File: config.mk
export PLATFORM = sky130hd
export DESIGN_NAME = tl_a_req_source
export DESIGN_NICKNAME = d
export VERILOG_FILES = /design/src/rtl/tl_src_pkg.sv /design/src/rtl/tl_src_id_pool.sv /design/src/rtl/tl_a_req_source.sv
export SDC_FILE = /design/constraint.sdc
export NUM_CORES = 1
export LEC_CHECK = 0
export CAP_MARGIN = 20
export CORE_MARGIN = 2
export CORE_UTILIZATION = 35
export CTS_BUF_LIST = sky130_fd_sc_hd__clkbuf_4
export DETAILED_ROUTE_END_ITERATION = 7
export HOLD_SLACK_MARGIN = 0.05
export PLACE_DENSITY_LB_ADDON = 0.2
export SETUP_SLACK_MARGIN = 0.3
export SYNTH_ARGS = -nofsm -noshare
export SYNTH_HDL_FRONTEND = slang
export SYNTH_HIERARCHICAL = 1
export SYNTH_SLANG_ARGS = --single-unit
export TNS_END_PERCENT = 10
File: constraint.sdc
create_clock -name clock -period 2 [get_ports clock]
set_clock_uncertainty 0.05 [all_clocks]
set_input_delay 0.4 -clock clock [delete_from_list [all_inputs] [get_ports clock]]
set_output_delay 0.4 -clock clock [all_outputs]
set_load 0.02 [all_outputs]
File: src/rtl/tl_src_pkg.sv
// Shared TileLink-UL opcodes, per-ID state encoding and mask helper for the
// single-beat request source.
package tl_src_pkg;

  localparam logic [2:0] PUT_FULL = 3'd0;
  localparam logic [2:0] PUT_PART = 3'd1;
  localparam logic [2:0] GET      = 3'd4;
  localparam logic [2:0] ACK      = 3'd0;
  localparam logic [2:0] ACK_DATA = 3'd1;

  localparam int MASK_MAX_W = 128;

  typedef enum logic [1:0] {
    FREE   = 2'd0,
    PEND_A = 2'd1,
    WAIT_D = 2'd2
  } id_state_e;

  // Low `width` bits set; callers slice down to their own byte-lane count.
  function automatic logic [MASK_MAX_W-1:0] full_mask(input int unsigned width);
    logic [MASK_MAX_W-1:0] m;
    m = '0;
    for (int unsigned i = 0; i < MASK_MAX_W; i++) begin
      if (i < width) m[i] = 1'b1;
    end
    return m;
  endfunction

endpackage

File: src/rtl/tl_src_id_pool.sv
// Source-ID pool: per-ID lifecycle, lowest-free allocation, D-source legality
// and a registered count of IDs in use.
module tl_src_id_pool
  import tl_src_pkg::*;
#(
  parameter int SRC_W = 2
) (
  input  logic             clock,
  input  logic             reset,
  input  logic             alloc_i,
  input  logic             alloc_write_i,
  input  logic             a_fire_i,
  input  logic [SRC_W-1:0] a_source_i,
  input  logic             d_fire_i,
  input  logic [SRC_W-1:0] d_source_i,
  output logic             any_free_o,
  output logic [SRC_W-1:0] alloc_id_o,
  output logic             d_legal_o,
  output logic             d_exp_write_o,
  output logic [SRC_W:0]   inflight_o
);

  localparam int NUM_SRC = 1 << SRC_W;

  id_state_e          state_q [NUM_SRC];
  id_state_e          state_d [NUM_SRC];
  logic [NUM_SRC-1:0] exp_write_q;
  logic [SRC_W:0]     busy_cnt;
  logic [SRC_W:0]     inflight_q;

  // NOTE: every always_comb output gets a default first so no path leaves it
  // unassigned, which would otherwise infer a latch.
  always_comb begin
    any_free_o = 1'b0;
    alloc_id_o = '0;
    for (int i = NUM_SRC - 1; i >= 0; i--) begin
      if (state_q[i] == FREE) begin
        any_free_o = 1'b1;
        alloc_id_o = SRC_W'(i);
      end
    end
  end

  // Legality uses the registered state, so an ID whose A beat fires this same
  // cycle still looks PEND_A to the D side.
  assign d_legal_o     = (state_q[d_source_i] == WAIT_D);
  assign d_exp_write_o = exp_write_q[d_source_i];

  // The three transitions always land on distinct IDs (FREE, PEND_A, WAIT_D).
  always_comb begin
    state_d = state_q;
    if (alloc_i)                 state_d[alloc_id_o] = PEND_A;
    if (a_fire_i)                state_d[a_source_i] = WAIT_D;
    if (d_fire_i && d_legal_o)   state_d[d_source_i] = FREE;
  end

  always_comb begin
    busy_cnt = '0;
    for (int i = 0; i < NUM_SRC; i++) begin
      if (state_q[i] != FREE) busy_cnt = busy_cnt + {{SRC_W{1'b0}}, 1'b1};
    end
  end

  // NOTE: registers use non-blocking assignments so every flop samples the
  // pre-edge values regardless of statement order.
  always_ff @(posedge clock) begin
    if (reset) begin
      for (int i = 0; i < NUM_SRC; i++) state_q[i] <= FREE;
      inflight_q <= '0;
    end else begin
      state_q    <= state_d;
      inflight_q <= busy_cnt;
    end
  end

  // NOTE: exp_write is deliberately not reset; it is only consulted for an ID
  // in WAIT_D, and reaching WAIT_D requires an allocation that writes it.
  always_ff @(posedge clock) begin
    if (alloc_i) exp_write_q[alloc_id_o] <= alloc_write_i;
  end

  assign inflight_o = inflight_q;

endmodule

File: src/rtl/tl_a_req_source.sv
// TileLink-UL single-beat initiator: turns local commands into A-channel
// requests and D-channel beats into local responses.
module tl_a_req_source
  import tl_src_pkg::*;
#(
  parameter int ADDR_W = 32,
  parameter int DATA_W = 32,
  parameter int SRC_W  = 2
) (
  input  logic                clock,
  input  logic                reset,
  input  logic                cmd_valid,
  output logic                cmd_ready,
  input  logic                cmd_write,
  input  logic [ADDR_W-1:0]   cmd_addr,
  input  logic [DATA_W-1:0]   cmd_data,
  input  logic [DATA_W/8-1:0] cmd_mask,
  output logic                a_valid,
  input  logic                a_ready,
  output logic [2:0]          a_opcode,
  output logic [1:0]          a_size,
  output logic [SRC_W-1:0]    a_source,
  output logic [ADDR_W-1:0]   a_address,
  output logic [DATA_W/8-1:0] a_mask,
  output logic [DATA_W-1:0]   a_data,
  input  logic                d_valid,
  output logic                d_ready,
  input  logic [2:0]          d_opcode,
  input  logic [SRC_W-1:0]    d_source,
  input  logic                d_denied,
  input  logic [DATA_W-1:0]   d_data,
  output logic                rsp_valid,
  input  logic                rsp_ready,
  output logic [SRC_W-1:0]    rsp_source,
  output logic [DATA_W-1:0]   rsp_data,
  output logic                rsp_err,
  output logic [SRC_W:0]      inflight,
  output logic                proto_err
);

  localparam int                    STRB_W         = DATA_W / 8;
  localparam logic [MASK_MAX_W-1:0] MASK_ONES_WIDE = full_mask(STRB_W);
  localparam logic [STRB_W-1:0]     MASK_ONES      = MASK_ONES_WIDE[STRB_W-1:0];
  localparam logic [1:0]            A_SIZE         = 2'($clog2(STRB_W));

  logic              any_free, d_legal, d_exp_write;
  logic [SRC_W-1:0]  alloc_id;
  logic              cmd_fire, a_fire, d_fire, op_mismatch;
  logic [2:0]        exp_d_opcode;

  logic              a_valid_q;
  logic [2:0]        a_opcode_q, a_opcode_d;
  logic [1:0]        a_size_q;
  logic [SRC_W-1:0]  a_source_q;
  logic [ADDR_W-1:0] a_address_q;
  logic [STRB_W-1:0] a_mask_q, a_mask_d;
  logic [DATA_W-1:0] a_data_q, a_data_d;

  logic              rsp_valid_q, rsp_err_q, proto_err_q;
  logic [SRC_W-1:0]  rsp_source_q;
  logic [DATA_W-1:0] rsp_data_q;

  assign cmd_ready = !reset && (!a_valid_q || a_ready) && any_free;
  assign d_ready   = !reset && (!rsp_valid_q || rsp_ready);
  assign cmd_fire  = cmd_valid && cmd_ready;
  assign a_fire    = a_valid_q && a_ready;
  assign d_fire    = d_valid && d_ready;

  tl_src_id_pool #(.SRC_W(SRC_W)) u_pool (
    .clock         (clock),
    .reset         (reset),
    .alloc_i       (cmd_fire),
    .alloc_write_i (cmd_write),
    .a_fire_i      (a_fire),
    .a_source_i    (a_source_q),
    .d_fire_i      (d_fire),
    .d_source_i    (d_source),
    .any_free_o    (any_free),
    .alloc_id_o    (alloc_id),
    .d_legal_o     (d_legal),
    .d_exp_write_o (d_exp_write),
    .inflight_o    (inflight)
  );

  always_comb begin
    a_opcode_d = GET;
    a_mask_d   = MASK_ONES;
    a_data_d   = '0;
    if (cmd_write) begin
      a_opcode_d = (cmd_mask == MASK_ONES) ? PUT_FULL : PUT_PART;
      a_mask_d   = cmd_mask;
      a_data_d   = cmd_data;
    end
  end

  // A new command can only load when the slot is empty or draining this cycle,
  // so a stalled request is never overwritten.
  always_ff @(posedge clock) begin
    if (reset) begin
      a_valid_q   <= 1'b0;
      a_opcode_q  <= '0;
      a_size_q    <= '0;
      a_source_q  <= '0;
      a_address_q <= '0;
      a_mask_q    <= '0;
      a_data_q    <= '0;
    end else if (cmd_fire) begin
      a_valid_q   <= 1'b1;
      a_opcode_q  <= a_opcode_d;
      a_size_q    <= A_SIZE;
      a_source_q  <= alloc_id;
      a_address_q <= cmd_addr;
      a_mask_q    <= a_mask_d;
      a_data_q    <= a_data_d;
    end else if (a_fire) begin
      a_valid_q   <= 1'b0;
    end
  end

  assign exp_d_opcode = d_exp_write ? ACK : ACK_DATA;
  assign op_mismatch  = (d_opcode != exp_d_opcode);

  always_ff @(posedge clock) begin
    if (reset) begin
      rsp_valid_q  <= 1'b0;
      rsp_source_q <= '0;
      rsp_data_q   <= '0;
      rsp_err_q    <= 1'b0;
    end else if (d_fire && d_legal) begin
      rsp_valid_q  <= 1'b1;
      rsp_source_q <= d_source;
      rsp_data_q   <= (d_opcode == ACK_DATA) ? d_data : '0;
      rsp_err_q    <= d_denied | op_mismatch;
    end else if (rsp_valid_q && rsp_ready) begin
      rsp_valid_q  <= 1'b0;
    end
  end

  // Sticky until reset: a beat for an ID not awaiting D, or a wrong opcode.
  always_ff @(posedge clock) begin
    if (reset) begin
      proto_err_q <= 1'b0;
    end else if (d_fire && (!d_legal || op_mismatch)) begin
      proto_err_q <= 1'b1;
    end
  end

  assign a_valid    = a_valid_q;
  assign a_opcode   = a_opcode_q;
  assign a_size     = a_size_q;
  assign a_source   = a_source_q;
  assign a_address  = a_address_q;
  assign a_mask     = a_mask_q;
  assign a_data     = a_data_q;
  assign rsp_valid  = rsp_valid_q;
  assign rsp_source = rsp_source_q;
  assign rsp_data   = rsp_data_q;
  assign rsp_err    = rsp_err_q;
  assign proto_err  = proto_err_q;

endmodule

==> summary.txt <==
Run status
  – Run status: finished, violations left
  – Violations in the final reports: negative setup slack

Power
  – Sum of internal, switching and leakage power: 5580 uW
  – Leakage power summed over all cells: 0.00370 uW
  – Power per unit of standard cell area: 656 nW/um^2
  – Peak supply drop: 0.000423 V

Worst setup path
  – Classification of the worst setup path: register to primary output
  – Cell mode on critical path: nor3_4
  – Beginning of the critical path: u_pool/state_q[5]
  – Max stage delay on crit path: 0.34 ns
  – Startpoint type of the worst setup path: register
  – Origin of the critical flop-to-flop path: u_pool/state_q[5]
  – Data required time of the worst path: 1.55 ns
  – Kind of end point of the critical path: primary output
  – Critical Path Slowest Stage Cell: dfxtp_2
  – Crit path buffers/inverters: 3
  – Highest net fanout along the worst path: 2
  – Minimum setup slack among reg-to-reg paths: -0.03 ns
  – Destination of the worst register-to-register timing path: u_pool/exp_write_q[3]
  – Crit-path cells: or2_4, inv_4, nor3_4, nand2_2, inv_2, nor3_4, buf_6
  – Top Family by Delay on Critical Path: simple AND/OR/NAND/NOR gates
  – Worst R2R Path Depth: 12
  – Crit path arrival time: 1.64 ns

Flow run
  – Maximum capacitance violations: 0

STA
  – Final Setup Violations: 4
  – RSZ-0062 raised after global routing: true
  – Final Worst Setup Slack: -0.0941 ns
  – Final-report max-slew violation count: 0
  – Maximum clock frequency: 478 MHz
  – Minimum period implied by the final worst setup slack: 2.09 ns
  – Transition time at the pin with the least slew margin: 0.665 ns
  – Post-route clock period utilization: 105%
  – Rel. slew slack: 55.6%
  – Final hold viol count: 0

GRT
  – Global-route wire length before repair: 25700 um
  – Initial antenna violation count: 1
  – Largest net degree at the start of global routing: 58
  – GRT Total Usage: 19.9%
  – Via count of the first global-routing pass: 5077
  – Aggregate global routing overflow: 0

Cells and area
  – NumNets Final: 930
  – Final non-filler cell area: 8500 um^2
  – Post-route core utilization: 56.6%
  – Most common cell after layout, fill and taps aside: dfxtp_1
  – Share of layout cells above drive strength 1: 31.2%
  – Number of non-filler instances in the completed layout: 1016
  – Synth-to-layout area growth: 60.2%
  – Most frequent cells in the layout: dfxtp_1, clkdlybuf4s50_1, nand2_1

Floorplanning
  – Area of the core region: 15000 um^2
  – Starting density of the core: 35.3%
  – Number of primary I/O pins: 231
  – Die Footprint: 16200 um^2
  – Die boundary width: 127 um
  – Die Y-Extent: 127 um
  – Cell row count: 45

Logic synthesis
  – Number of synthesized register bits: 126
  – Number of different library cells in the post-synthesis netlist: 55
  – Sequential area share after synthesis: 48.3%
  – Count of warnings emitted by yosys: 6
  – Dominant synthesized flop cell: dfxtp_1
  – Number of enable flip-flop cells after synthesis: 4
  – Mean instance size in the synthesized netlist: 9.48 um^2
  – Share of synthesized registers carrying an async set or reset: 0%
  – Cell count after synthesis: 560
  – Post-synth design cell area: 5310 um^2

Placed design
  – Placer Congestion: 0.835
  – Post-DP HPWL: 11200 um
  – Number of cells after detailed placement: 975
  – # port buffers: 228
  – Post-detailed-placement cell area: 8020 um^2

Clocking
  – Clock slew seen by the registers of the worst setup and hold paths: 0.12 ns
  – Total clock buffers created by CTS: 17
  – CTS tree: yes
  – H-tree lvl count: 4
  – Clock root buffer master: clkbuf_4
  – CTS sink cnt: 126
  – Source-to-sink clock delay at the later pin of the worst-skew pair: 0.54 ns
  – Clock buffer depth: 2

Min path
  – Worst Hold Class: primary input to register
  – Worst Hold Path EP: rsp_err
  – Startpoint of the most critical hold path: reset
  – Worst Hold Depth: 3

Drt
  – Total routed wirelength: 16700 um
  – Via-per-instance ratio: 5.08
  – Initial detailed-routing violation count: 267
  – Count of antenna-violating nets left after detailed routing: 0
  – Detail-routed net length per standard cell: 16.5 um
  – Vias: 5160
  – Remaining DRCs: 0
  – Pre-Repair DR Iteration Count: 4
worst reg2reg max path, cell delays in order, from the launching register on:
cell      delay, ns
dfxtp_2        0.34
or2_4          0.26
inv_4          0.06
nor3_4         0.05
nand2_2        0.08
buf_4          0.10
buf_4          0.09
buf_6          0.08
nor2b_4        0.17
nand3_4        0.13
inv_6          0.12
o221ai_4       0.14
nor2_2         0.11
through the flow:
stage,hold WS (ns),setup TNS [ns],setup WS [ns]
after floorplan,0.419,0,0.114
after global placement,0.394,-13.99,-0.347
after detailed placement,0.402,-19.46,-0.344
after CTS,0.223,-0.167,-0.167
after global routing,0.244,-3.07,-0.194
final,0.258,-0.164,-0.0941
Yosys cell counts, types with 3 or more instances:
cell	instances	area (um^2)
dfxtp_1	122	2440
o21ai_1	53	265
clkbuf_1	26	97.6
nor2_1	13	48.8
inv_1	43	161
edfxtp_1	4	120
a22o_1	14	123
nor2b_1	10	62.6
o21ai_0	6	30.0
nor3_1	4	20.0
nor2b_2	3	26.3
buf_4	5	37.5
o31ai_1	4	30.0
a21oi_1	3	15.0
o311ai_1	57	499
xnor2_1	3	26.3
inv_2	3	11.3
a41oi_1	3	26.3
nand2_1	87	327
ha_1	3	37.5
buf_6	9	101
buf_2	9	45.0
o21a_1	3	22.5
mux2i_1	32	320
worst max path at each step:
| stage | depth (start not counted) | slack (ns) | to |
|---|---|---|---|
| finish | 7 | -0.09 | cmd_ready |
| global route | 7 | -0.19 | cmd_ready |
| CTS | 7 | -0.17 | cmd_ready |
| detailed placement | 4 | -0.34 | cmd_ready |
| global placement | 4 | -0.35 | cmd_ready |
| floorplan | 10 | 0.11 | u_pool/exp_write_q[2] |
cell families (layout without fill, tap and decap cells):
kind of cell,after synthesis,after routing,share of synthesized area (%)
DFF,126,126,48.3
xor gates and xnor gates,4,4,0.920
other,1,3,0.0707
and+or+nand+nor,135,135,12.0
AOI/OAI and AO/OA,159,159,22.0
adders and majority gates,3,3,0.707
buffers and inverters,96,362,8.68
muxes,36,36,7.31
state kept, by name (all words and copies together), names as in the netlist, 2 cells and up:
name / flops
a_address: 32
a_data: 32
a_mask: 4
a_opcode: 2
a_source: 2
rsp_data: 32
rsp_source: 2
u_pool/exp_write_q: 4
u_pool/inflight_o: 3
u_pool/state_q: 8
layer usage:
metal,share of wire (%),up-vias,global-route usage (%)
li1,-,2520,-
met3,8.2,17,7.50
met1,44,2414,23.9
met4,1.3,0,6.01
met5,0,-,0
met2,47,209,33.1
cell type report:
| cell class | count | area [um^2] |
|---|---|---|
| Fill cell | 1339 | 6530 |
| Inverter | 47 | 184 |
| Clock buffer | 17 | 128 |
| Antenna cell | 1 | 2.50 |
| Tap cell | 188 | 235 |
| Clock inverter | 15 | 181 |
| Timing Repair Buffer | 283 | 2670 |
| Sequential cell | 126 | 2570 |
| Multi-Input combinational cell | 339 | 2530 |
report_power, final:
part / switching [uW] / total (uW) / internal, uW
combinational: 468 / 961 / 493
clock: 1060 / 1950 / 885
sequential: 50.7 / 2670 / 2610
timing repair:
action / in CTS / in global routing
hold buffers: 0 / 0
pin swaps: 16 / 15
gates resized for setup: 365 / 78
setup buffers: 1 / 4
endpoints found under the setup margin: 234 / 175
cloned: 0 / 3
Note: power is estimated with default switching activity, not from simulation.
